--- src/rtl/multiword_add_seq.sv ---
// Multi-beat wide adder: one DATA_WIDTH slice per beat, carry held between beats.
// Results leave through a registered valid/ready stage with word index and final carry.
module multiword_add_seq #(
    parameter int DATA_WIDTH = 8,
    parameter int MAX_WORDS  = 4,
    localparam int IW = $clog2(MAX_WORDS)
) (
    input  logic                  clk,
    input  logic                  rst,
    input  logic                  in_valid,
    output logic                  in_ready,
    input  logic [DATA_WIDTH-1:0] in_a,
    input  logic [DATA_WIDTH-1:0] in_b,
    input  logic                  in_last,
    output logic                  out_valid,
    input  logic                  out_ready,
    output logic [DATA_WIDTH-1:0] out_sum,
    output logic                  out_last,
    output logic                  out_carry,
    output logic [IW-1:0]         out_idx,
    output logic                  busy,
    output logic                  len_err
);

    typedef enum logic {
        IDLE = 1'b0,
        RUN  = 1'b1
    } state_t;

    localparam logic [IW-1:0] LAST_IDX = IW'(MAX_WORDS - 1);

    state_t              state_q;
    state_t              state_d;
    logic                carry_q;
    logic                carry_d;
    logic [IW-1:0]       cnt_q;
    logic [IW-1:0]       cnt_d;

    logic                acc;
    logic                at_limit;
    logic                end_op;
    logic                overflow;
    logic [DATA_WIDTH:0] sum_w;

    // carry_q is zero whenever the FSM is IDLE, so no state gating is needed here
    assign sum_w = {1'b0, in_a} + {1'b0, in_b} + {{DATA_WIDTH{1'b0}}, carry_q};

    assign acc      = in_valid & in_ready;
    assign at_limit = (state_q == RUN) && (cnt_q == LAST_IDX);
    assign end_op   = in_last | at_limit;
    assign overflow = acc & at_limit & ~in_last;

    always_ff @(posedge clk) begin
        if (rst) begin
            state_q <= IDLE;
            carry_q <= 1'b0;
            cnt_q   <= '0;
        end else begin
            state_q <= state_d;
            carry_q <= carry_d;
            cnt_q   <= cnt_d;
        end
    end

    always_comb begin
        state_d = state_q;
        carry_d = carry_q;
        cnt_d   = cnt_q;
        if (acc) begin
            if (end_op) begin
                state_d = IDLE;
                carry_d = 1'b0;
                cnt_d   = '0;
            end else begin
                state_d = RUN;
                carry_d = sum_w[DATA_WIDTH];
                cnt_d   = cnt_q + IW'(1);
            end
        end
    end

    always_comb begin
        busy     = (state_q == RUN);
        in_ready = ~out_valid | out_ready;
    end

    always_ff @(posedge clk) begin
        if (rst) begin
            out_valid <= 1'b0;
            out_sum   <= '0;
            out_last  <= 1'b0;
            out_carry <= 1'b0;
            out_idx   <= '0;
        end else if (acc) begin
            out_valid <= 1'b1;
            out_sum   <= sum_w[DATA_WIDTH-1:0];
            out_carry <= sum_w[DATA_WIDTH];
            out_idx   <= cnt_q;
            out_last  <= end_op;
        end else if (out_ready) begin
            out_valid <= 1'b0;
        end
    end

    always_ff @(posedge clk) begin
        if (rst) begin
            len_err <= 1'b0;
        end else if (overflow) begin
            len_err <= 1'b1;
        end
    end

endmodule

--- config.mk ---
export PLATFORM = sky130hd
export DESIGN_NAME = multiword_add_seq
export DESIGN_NICKNAME = d
export VERILOG_FILES = /design/src/rtl/multiword_add_seq.sv
export SDC_FILE = /design/constraint.sdc
export NUM_CORES = 1
export LEC_CHECK = 0
export CORE_MARGIN = 2
export CORE_UTILIZATION = 43
export CTS_CLUSTER_SIZE = 24
export DETAILED_ROUTE_END_ITERATION = 12
export GPL_TIMING_DRIVEN = 1
export PLACE_DENSITY = 0.78
export SETUP_SLACK_MARGIN = 0.2
export SYNTH_ARGS = -nofsm -noshare
export SYNTH_HDL_FRONTEND = slang
export SYNTH_SLANG_ARGS = --single-unit
--- constraint.sdc ---
create_clock -name clk -period 3.2 [get_ports clk]
set_input_delay 0.32 -clock clk [delete_from_list [all_inputs] [get_ports clk]]
set_output_delay 0.32 -clock clk [all_outputs]
set_load 0.03 [all_outputs]
Yosys cells after proc, flatten, opt, wreduce, memory -nomap -nowiden
Index checks and enable logic that the tools add are counted.
Widths: inputs -> output; s select.
{"block": "word_totals", "mem_bits_rw": 0, "in_bits": 21, "latch_bits": 0, "out_inout_bits": 16, "mem_count": 0, "rom_bits": 0, "ff_bits": 18, "wordCells": 27}
{"block": "classes", "muxes": 5, "eq_ne": 1, "shifts": 0, "bitwise": 7, "order_cmp": 0, "n_reduce_logical": 2, "mul": 0, "n_div": 0, "n_addsub": 3}
{"cell": "$add 8x8->9", "count": 1}
{"cell": "$add 9x1->9", "count": 1}
{"cell": "$mux 1", "count": 4}
{"cell": "$and 1x1->1", "count": 3}
{"cell": "$add 2x1->2 const B", "count": 1}
{"cell": "$eq 2x2->1 const B", "count": 1}
{"cell": "$mux 2", "count": 1}
{"cell": "$not 1->1", "count": 2}
{"cell": "$or 1x1->1", "count": 2}
{"cell": "$reduce_bool 2->1", "count": 1}
{"cell": "$logic_and 1x1->1", "count": 1}

Logic depth before layout (Yosys ltp)
{"block": "depth", "ltp_word": 5, "ltp_mapped": 6, "ltp_nobuf": 6}

Worst setup path before layout
Ideal clock, no wire load.
{"block": "synth_path", "path_kind": "input -> register", "start": "input in_a[0]", "end": "register out_carry", "n_path_buf": 0, "setup_slack_ns": 0.902, "arrival_time_ns": 2.165, "stages": 6, "path_cell_list": "fa_1 > fa_1 > a21o_1 > a221o_2 > a2111oi_2 > nor4_1"}
{"block": "synth_via", "elab_chain_cells": 2}
{"item": "start: declaration", "line_no": "12", "source": "input logic [DATA_WIDTH-1:0] in_a,"}
{"item": "$add 8x8->9", "line_no": "46", "source": "assign sum_w = {1'b0, in_a} + {1'b0, in_b} + {{DATA_WIDTH{1'b0}}, carry_q};"}
{"item": "$add 9x1->9", "line_no": "46"}
{"item": "end signal: assignment", "line_no": "97", "source": "out_carry <= sum_w[DATA_WIDTH];"}
{"item": "end: declaration", "line_no": "19", "source": "output logic out_carry,"}
No other way between the ends.
A chain may end at the register's enable or synchronous reset.

Worst setup path in the final report
Same ends and word-level chain as after synthesis.

==> reports/qor.txt <==
STA
--------------------------------------------------------------------------------------
Tightest Pin Transition                                                       0.843 ns
Setup-failing EPs final                                                              0
Share of the clock period used by the worst path                                 80.5%
Min Clock Period, post-route                                                   2.58 ns
Max Clk Rate                                                                   388 MHz
Final-report hold violation count                                                    0
Unrepaired setup endpoints after global routing                                     no
Fin Clk Skew                                                                0.00489 ns
Post-Route Setup TNS                                                              0 ns
Relative max-transition margin                                                   43.6%
Slew Viols, Final                                                                    0

CELLS AND AREA
--------------------------------------------------------------------------------------
Leading cell type in the layout, fill and taps excluded                   sky130_fd_sc_hd__clkdlybuf4s50_1
Ratio of cells with drive above 1 in the final layout                            6.71%
Post-route insts no fill                                                           177
Antenna diode instance count                                                         0
Commonest cells after routing, fill and taps aside                        sky130_fd_sc_hd__clkdlybuf4s50_1 (36), sky130_fd_sc_hd__dfxtp_1 (18), sky130_fd_sc_hd__nand2_1 (10), sky130_fd_sc_hd__nor2_1 (10), sky130_fd_sc_hd__a21oi_1 (9)
Net count of the finished layout                                                   181
Synth-to-Final Area Change                                                       41.0%

WORST SETUP PATH
--------------------------------------------------------------------------------------
Cell family contributing the most delay on the critical path              compound AO/OA/AOI/OAI gates
CP Data Required Time                                                          3.36 ns
Count of cells along the worst register-to-register path                             6
Count of buffering cells on the critical path with inverters included                1
Path type of the worst setup path                                            in -> reg
Worst setup SP type                                                       primary input
Crit path DAT                                                                  2.73 ns
Slowest Stage Delay on Critical Path                                           0.48 ns
Cell repeated most along the worst path                                   sky130_fd_sc_hd__fa_1
Register-to-register setup slack                                               0.79 ns
Nature of the critical path endpoint                                         flip-flop
Source of the critical timing path                                             in_a[0]
Slowest stage cell on the critical path                                   sky130_fd_sc_hd__fa_1
Critical path depth in cells                                                         7
Critical register-to-register path startpoint                                  carry_q
Endpoint of the most critical register-to-register path                      out_carry
Critical-path cell list                                                   clkdlybuf4s50_1, fa_1, fa_1, a21o_1, a221o_2, a2111oi_2, nor4_1
CP endpoint                                                                  out_carry
Max Fanout on Critical Path                                                          3

PLACE
--------------------------------------------------------------------------------------
RePlAce Congestion                                                               0.844
Number of buffer cells added on primary ports                                       36
Post-DP HPWL                                                                   1810 um
Instance count after placement with tap cells included                             173

LOGIC SYNTHESIS
--------------------------------------------------------------------------------------
Mapped Avg Cell Area                                                         8.94 um^2
Top flip-flop cell by instance count after synthesis                      sky130_fd_sc_hd__dfxtp_1
EDFF count, synth                                                                    0
Count of warnings emitted by yosys                                                   0
Async set-or-reset flop fraction in the synthesized netlist                         0%
Mapped Cells                                                                       113
Yosys reg bits                                                                      18
Total nets after synthesis                                                         144
Sequential share of the synthesized area                                         35.7%
Post-synth top area cell                                                  sky130_fd_sc_hd__dfxtp_1
Synth top area share                                                             35.7%
Number of distinct library cells after synthesis                                    41
Post-Syn Area                                                             0.00101 mm^2
Largest cells by area after synthesis                                     sky130_fd_sc_hd__dfxtp_1 (36%), sky130_fd_sc_hd__ha_1 (9.9%), sky130_fd_sc_hd__a21oi_1 (4.5%)

ROUTING
--------------------------------------------------------------------------------------
Routed WL per cell                                                             13.5 um
DRC Markers                                                                          0
First-pass iteration count of the detailed router                                    4
Total via count after detailed routing                                            1019
Wire length reported by the detailed router                                    2390 um
Vias per std cell                                                                 5.76
Iteration-0 DRC Markers                                                             20
Count of nets left with antenna violations after detail routing                      0

CLOCKING
--------------------------------------------------------------------------------------
CTS buffer count                                                                     3
Root Buffer                                                               sky130_fd_sc_hd__clkbuf_4
Number of hold buffers added after CTS                                               0
Clock network latency to the later pin of the worst-skew pair                  0.29 ns
Clock slew at the register clock pins of the worst setup and hold paths        0.11 ns
Clock tree from TritonCTS                                                         done
Maximum number of buffers from clock root to sink                                    2
Post-CTS Setup Repair Bufs                                                           0
CTS H-tree lvls                                                                      1
Post-CTS Resized                                                                     0
TritonCTS Sinks                                                                     18

FLOORPLANNING
--------------------------------------------------------------------------------------
Floorplan row count                                                                 17
Horiz. Die Dim                                                                 52.5 um
Die area                                                                  0.00275 mm^2
Placeable core region                                                     0.00221 mm^2
Floorplan die height                                                           52.5 um
Number of top-level pins                                                            37
Initial Utilization                                                              45.6%

PWR
--------------------------------------------------------------------------------------
Fraction of power consumed by the clock network                                  24.4%
Internal Dissipation                                                          0.395 mW
Switching part of the total                                                      30.8%
Power Dens Cells                                                           402 mW/mm^2
VDD IR max                                                                    0.372 mV
Sequential share of power                                                        43.6%
Part of the power in combinational logic                                         32.0%
Static Leak                                                                   0.542 nW
Switching power                                                               0.176 mW

GRT
--------------------------------------------------------------------------------------
Overall routing resource usage                                                   19.0%
Global route overflow                                                                0
Antenna violations before repair                                                     0
Largest net degree at the start of global routing                                   19
First-pass GRT wire length                                                     3930 um
Number of global-route vias before repair                                          961

RUN STATUS
--------------------------------------------------------------------------------------
Status                                                                    finished, final reports clean

MIN PATH
--------------------------------------------------------------------------------------
Worst min-delay path category                                               reg -> reg
Hold Path Origin                                                            out_idx[0]

FLOW RUN
--------------------------------------------------------------------------------------
Maximum Capacitance Violations                                                       0

[worst min path at each step]
stage	end	slack, ns	cells past startpoint
2_1_floorplan	out_idx[1]	0.45	2
3_3_place_gp	out_idx[0]	0.45	2
3_5_place_dp	out_idx[1]	0.45	2
4_1_cts	out_idx[1]	0.47	2
5_1_grt	out_sum[1]	0.50	2
6_report	out_idx[0]	0.46	2
[worst reg2reg max path: cells and delay by family, from the launching register on]
family          cells  cell delay, ns
fa+ha+maj           2            0.84
flops               1            0.35
simple gates        1            0.10
compound gates      3            0.98
[layer usage]
layer | global-route usage [%] | part of all wire, % | up-vias
met1 | 21.7 | 42 | 482
met2 | 35.4 | 51 | 41
li1 | - | - | 496
met3 | 5.14 | 6.2 | 0
met4 | 2.99 | 0 | 0
met5 | 0 | 0 | -
[cells in the mapped netlist, types with 2 or more instances]
cell                         n
sky130_fd_sc_hd__dfxtp_1    18
sky130_fd_sc_hd__nand2_1    10
sky130_fd_sc_hd__nor2_1     10
sky130_fd_sc_hd__a21oi_1     9
sky130_fd_sc_hd__ha_1        8
sky130_fd_sc_hd__nand3_1     4
sky130_fd_sc_hd__a21o_1      3
sky130_fd_sc_hd__a31oi_1     3
sky130_fd_sc_hd__nor3_1      3
sky130_fd_sc_hd__nor4_1      3
sky130_fd_sc_hd__o21ai_0     3
sky130_fd_sc_hd__a2111oi_2   2
sky130_fd_sc_hd__a211oi_1    2
sky130_fd_sc_hd__a21boi_0    2
sky130_fd_sc_hd__buf_2       2
sky130_fd_sc_hd__fa_1        2
sky130_fd_sc_hd__nand2b_1    2
sky130_fd_sc_hd__o2111ai_1   2
sky130_fd_sc_hd__o21a_1      2
sky130_fd_sc_hd__xnor2_1     2
[metrics by stage]
step                hold WS, ns  total power [mW]  setup slack, ns  util, %  area (um^2)
finish                    0.464             0.572            0.625     64.4         1420
global route              0.496             0.599            0.533     64.4         1420
CTS                       0.468             0.575            0.620     64.4         1420
detailed placement        0.454             0.436            0.337     62.7         1390
global placement          0.445             0.432            0.392     62.7         1390
floorplan                 0.449             0.364            0.902        -         1010
[kinds of logic after synthesis]
family | Yosys count | synth area share, %
fa+ha+maj | 10 | 13.9
xor+xnor | 3 | 2.60
compound gates | 36 | 25.6
flops | 18 | 35.7
simple gates | 38 | 18.3
mux | 1 | 0.991
buf+inv | 7 | 2.85
[cell type report]
cell class | instances | area [um^2]
Timing Repair Buffer | 36 | 360
Multi-Input combinational cell | 88 | 621
Tap cell | 28 | 35.0
Inverter | 3 | 11.3
Fill cell | 206 | 788
Clock buffer | 4 | 36.3
Sequential cell | 18 | 360
[registers in the layout, indices dropped and copies added (netlist names)]
register	cells
out_sum	8
cnt_q	2
out_idx	2
busy	1
carry_q	1
len_err	1
out_carry	1
out_last	1
out_valid	1
[power by group through the flow]
stage	Clock [mW]	Combinational, mW	Sequential [mW]
after floorplan	0	0.0818	0.282
after global placement	0	0.178	0.254
after detailed placement	0	0.182	0.254
after CTS	0.143	0.183	0.249
after global routing	0.149	0.198	0.251
final	0.140	0.183	0.249
Power figures use the tool's default switching activity.
